[src/rtl/ring_fifo.sv]
// Circular-buffer FIFO with arbitrary depth, registered or fall-through
// read, threshold flags, occupancy count and sticky error flags.
module ring_fifo #(
   parameter int WIDTH        = 8,
   parameter int DEPTH        = 16,
   parameter int AFULL_LEVEL  = DEPTH - 2,
   parameter int AEMPTY_LEVEL = 2,
   parameter int FWFT         = 0
) (
   input  logic                       clock,
   input  logic                       reset,
   input  logic                       push,
   input  logic [WIDTH-1:0]           push_data,
   input  logic                       pop,
   output logic [WIDTH-1:0]           pop_data,
   output logic [$clog2(DEPTH+1)-1:0] count,
   output logic                       full,
   output logic                       empty,
   output logic                       almost_full,
   output logic                       almost_empty,
   output logic                       overflow,
   output logic                       underflow,
   input  logic                       clear_flags
);

   localparam int PW = $clog2(DEPTH);
   localparam int CW = $clog2(DEPTH + 1);

   logic [WIDTH-1:0] mem [DEPTH];
   logic [PW-1:0]    wr_ptr;
   logic [PW-1:0]    rd_ptr;
   logic             push_ok;
   logic             pop_ok;

   function automatic logic [PW-1:0] nxt(input logic [PW-1:0] p);
      return (p == PW'(DEPTH - 1)) ? '0 : p + 1'b1;
   endfunction

   assign empty        = (count == '0);
   assign full         = (count == CW'(DEPTH));
   assign almost_full  = (count >= CW'(AFULL_LEVEL));
   assign almost_empty = (count <= CW'(AEMPTY_LEVEL));

   // A pop frees the slot, so a full FIFO still takes a paired push.
   assign pop_ok  = pop && !empty;
   assign push_ok = push && (!full || pop_ok);

   always_ff @(posedge clock) begin
      if (reset) begin
         wr_ptr    <= '0;
         rd_ptr    <= '0;
         count     <= '0;
         overflow  <= 1'b0;
         underflow <= 1'b0;
      end else begin
         if (push_ok) wr_ptr <= nxt(wr_ptr);
         if (pop_ok)  rd_ptr <= nxt(rd_ptr);
         if (push_ok && !pop_ok)
            count <= count + 1'b1;
         else if (!push_ok && pop_ok)
            count <= count - 1'b1;
         overflow  <= (overflow && !clear_flags)
                      || (push && !push_ok);
         underflow <= (underflow && !clear_flags)
                      || (pop && !pop_ok);
      end
   end

   always_ff @(posedge clock) begin
      if (push_ok && !reset)
         mem[wr_ptr] <= push_data;
   end

   generate
      if (FWFT != 0) begin : g_fwft
         assign pop_data = empty ? '0 : mem[rd_ptr];
      end else begin : g_reg
         logic [WIDTH-1:0] data_q;
         always_ff @(posedge clock) begin
            if (reset)
               data_q <= '0;
            else if (pop_ok)
               data_q <= mem[rd_ptr];
         end
         assign pop_data = data_q;
      end
   endgenerate

endmodule

[config.mk]
export PLATFORM = sky130hd
export DESIGN_NAME = ring_fifo
export DESIGN_NICKNAME = d
export VERILOG_FILES = /design/src/rtl/ring_fifo.sv
export SDC_FILE = /design/constraint.sdc
export NUM_CORES = 1
export LEC_CHECK = 0
export BUFFER_PORTS_ARGS = -buffer_cell sky130_fd_sc_hd__buf_2
export CAP_MARGIN = 25
export CELL_PAD_IN_SITES_DETAIL_PLACEMENT = 1
export CELL_PAD_IN_SITES_GLOBAL_PLACEMENT = 2
export CORE_AREA = 5 5 117 119
export DETAILED_ROUTE_END_ITERATION = 8
export DIE_AREA = 0 0 122 124
export GPL_ROUTABILITY_DRIVEN = 0
export PLACE_DENSITY = 0.88
export SLEW_MARGIN = 15
export SYNTH_ARGS = -nofsm -noshare
export SYNTH_HDL_FRONTEND = slang
export SYNTH_SLANG_ARGS = --single-unit
[constraint.sdc]
create_clock -name clock -period 8 [get_ports clock]
set_input_delay 0.4 -clock clock [delete_from_list [all_inputs] [get_ports clock]]
set_output_delay 0.4 -clock clock [all_outputs]
set_load 0.03 [all_outputs]
# == Word-level counts from Yosys, hierarchy flattened ==
# Memory sizes are Yosys's and may differ from the RTL's. A register that Yosys moved wholly into a read port is not among the register bits.
# Index checks and enable logic that the tools add are counted.
# word_totals
ff_bits,15
ramBits,128
output_inout_bits,19
elab_cells,41
n_memories,1
# classes
addsub,4
order_cmp,2
eq_ne,3
n_mux,6
n_reduce_logical,20
# mem_list
name,depth,width,read_ports,rd_ports_with_merged_regs,wr,line,text
mem,16,8,1,1,1,29,logic [WIDTH-1:0] mem [DEPTH];
# ops
cell,n
$mux 5,2
$logic_and 1x1->1,9
$add 4x1->4 const B,2
$eq 4x4->1 const B,2
$mux 4,2
$logic_not 1->1,6
$add 5x1->5 const B,1
$eq 5x5->1 const B,1
$ge 5x4->1 const B,1
$le 5x2->1 const B,1
$logic_not 5->1,1
$sub 5x1->5 const B,1
$logic_or 1x1->1,3
$mux 1,2
$reduce_bool 2->1,1

# == Depth between registers and ports, before layout ==
# depth
ltp_word,9
depth_mapped,11
ltp_nobuf,9

# == Least setup slack after synthesis ==
# No wires, ideal clock.
# synth_path
path_type,reg-to-reg
startpoint,reg count[0]
endpoint,reg count[4]
arrival_ps,2990
required_time_ps,7879
path_slack_ps,4889
path_stages_with_launch,12
n_path_buf,2
cell_sequence,dfxtp_1 > or4_1 > buf_6 > o21ai_4 > buf_6 > ha_1 > inv_1 > fa_1 > a21o_1 > a21oi_1 > mux2i_1 > mux2_2
# synth_between
elab_chain_len,8
word_cells_on_any_way,16
# synth_rtl
element,line,text
start: declaration,16,"output logic [$clog2(DEPTH+1)-1:0] count,"
start signal: assignment,59,count <= count + 1'b1;
start signal: assignment,61,count <= count - 1'b1;
branches (longest 8 deep; another with $sub 5x1->5),--,
# Parallel ways; which one is timed is not known. The select of a mux whose other input is x is not followed.
# A chain may end at the register's enable or synchronous reset.

# == Worst setup path after layout ==
# Same ends and word-level chain as after synthesis.

==> flow_summary_export.csv <==
group,metric,value,unit
run_status,outcome,"finished clean",
power_and_ir_drop,p_per_area,299,nW/um^2
critical_path,start_kind,"register",
global_routing,grt.total_usage,0.195,
global_routing,grt-ovfl-total,0,
drt,drt-total-wl,13.2,mm
drt,dr.pass1.iters,4,
critical_path,crit_path_end_kind,"register",
critical_path,path_class,"reg2reg",
placed_design,pre_cts_ws,4.64,ns
drt,drt-wirelength-per-cell,23.8,um
global_routing,grt_max_degree,37,
synthesis,yosysWarnings,0,
power_and_ir_drop,static-leakage-power,2.32,nW
sta,setup_tns,0,ns
floorplan,die_y,124,um
drt,drc,0,
worst_hold_path,min-delay-path-class,"in2reg",
placed_design,hpwlAfterDp,8.13,mm
finish,fill_cells,1130,
sta,finalHoldViolCount,0,
run,cap_violations,0,
finish,layout_commonest_cell,"edfxtp_1",
floorplan,core_area,12500,um^2
floorplan,rows,41,
sta,finalCritPeriodShare,0.419,
drt,drt_iter0_markers,215,
sta,relSlewSlack,0.321,
drt,viasPerCell,5.69,
synthesis,synth.avg_cell_area,18.1,um^2
sta,rsz0062_at_grt,"false",
finish,final_cell_mix,"edfxtp_1 (128), mux4_2 (32), buf_2 (31)",
finish,antenna_cells,0,
floorplan,start_util,0.488,
power_and_ir_drop,total_power,2.09,mW
sta,maxSlewViolCount,0,
synthesis,synth_nets,359,
clock_network,cts_resized,0,
sta,fmax,0.298,GHz
clock_network,postCtsHoldBufs,0,
clock_network,clk_pin_slew,0.06,ns
synthesis,synth_area_leaders,"edfxtp_1 (63%), mux4_2 (12%), dfxtp_1 (7.6%)",
synthesis,synth_area,6090,um^2
floorplan,die_w,122,um
synthesis,postSynthCellCount,336,
synthesis,yosysTopAreaCell,"edfxtp_1",
clock_network,cts_sinks,151,
global_routing,antenna_found_initial,0,
finish,layout-area-overhead-vs-synth,14.5,%
drt,drtAntennaViolNets,0,
clock_network,post_cts_buffers,0,
sta,worst_slack,4.65,ns
clock_network,clockBufferDepth,2,
sta,worstMarginPinSlew,1.02,ns
synthesis,ys_ff_latch,151,
clock_network,cts.htree.levels,4,
clock_network,clockRootBuffer,"clkbuf_16",
clock_network,numCtsBuffers,17,
placed_design,port-buffer-count,31,
sta,period_needed,3.35,ns
synthesis,postSynth.asyncResetShare,0,
clock_network,cts_tree,"yes",
synthesis,ys.flop_type,"edfxtp_1",
synthesis,post-synth-top-area-fraction,0.632,
critical_path,path_max_fanout,15,
synthesis,ys_types,41,
global_routing,grt_pass1_vias,3504,
clock_network,clock_latency,0.42,ns
finish,drive_gt1_frac,0.281,
sta,setup_viol,0,
finish,finalNetCount,396,
drt,vias,3167,
critical_path,required,8.31,ns
sta,fin_worst_skew,0.00634,ns
floorplan,ios,32,
global_routing,grt_pass1_wl,20.8,mm
power_and_ir_drop,peakVddDrop,0.197,mV
synthesis,synth_edf_count,128,
synthesis,ys_seq_area_frac,0.707,
floorplan,dieArea,15100,um^2
critical_path,critPathArrivalTime,3.66,ns
-- worst max-delay path: stages, from the launching register on --
cell	delay, ns
dfxtp_1	0.38
or4_1	0.74
o21ai_4	0.45
ha_1	0.25
inv_1	0.11
fa_1	0.43
a21o_1	0.18
a21oi_1	0.16
mux2i_1	0.21
mux2_2	0.34
-- synthesized netlist by cell type (2+ instances only) --
library cell    n
ha_1            9
nor2_1         30
nand2b_1        2
xor2_1          4
buf_1           2
inv_1           7
nand3_1        11
o221ai_1        8
clkbuf_1        9
dfxtp_1        23
nand2_1         8
mux2i_1        21
buf_6           3
edfxtp_1      128
nor3_1          4
a21oi_1         6
mux4_2         32
buf_2           6
-- metal layers --
layer | GRT usage | part of all wire
met2 | 0.317 | 0.52
met4 | 0.0917 | 0.031
met5 | 0 | 0
met1 | 0.247 | 0.40
met3 | 0.0490 | 0.056
-- state kept, by name (all words and copies together) (netlist names) --
signal     cells
underflow      1
rd_ptr         4
mem          128
count          5
overflow       1
wr_ptr         4
pop_data       8
-- layout make-up --
cell class | instances | area (um^2) | share of cell area
multi-input combinational | 158 | 1650 | 0.237
tap | 172 | 215 | 0.0309
clock buffer | 19 | 433 | 0.0621
timing repair buffer | 38 | 208 | 0.0298
sequential | 151 | 4310 | 0.618
inverter | 7 | 26.3 | 0.00377
clock inverter | 12 | 130 | 0.0187
-- final timing paths --
check         startpoint       end  slack (ns)  depth (start not counted)
max             count[0]  count[4]        4.65                          9
min          clear_flags  overflow        0.31                          4
max reg2reg     count[0]  count[4]        4.65                          9
min reg2reg     overflow  overflow        0.49                          2
-- where the power goes --
| part | switching [mW] | internal (mW) |
|---|---|---|
| clock | 0.308 | 0.456 |
| sequential | 0.0343 | 0.888 |
| combinational | 0.244 | 0.155 |
| total | 0.586 | 1.50 |
-- kinds of logic after synthesis --
family                   after synthesis  share of synthesized area
adder cells (fa/ha/maj)               10                     0.0218
multiplexers                          54                      0.155
flip-flops                           151                      0.707
buffers and inverters                 27                     0.0216
AND/OR/NAND/NOR                       57                     0.0401
AO/OA/AOI/OAI                         32                     0.0473
XOR/XNOR                               5                    0.00720
-- through the flow --
stage	hold WS (ns)	std cells	cell area, um^2	utilization
floorplan	0.499	336	6090	-
detailed placement	0.479	526	6400	0.514
global placement	0.467	526	6400	0.514
CTS	0.294	557	6970	0.559
finish	0.307	557	6970	0.559
global route	0.324	557	6970	0.559
(Power assumes the default switching activity.)
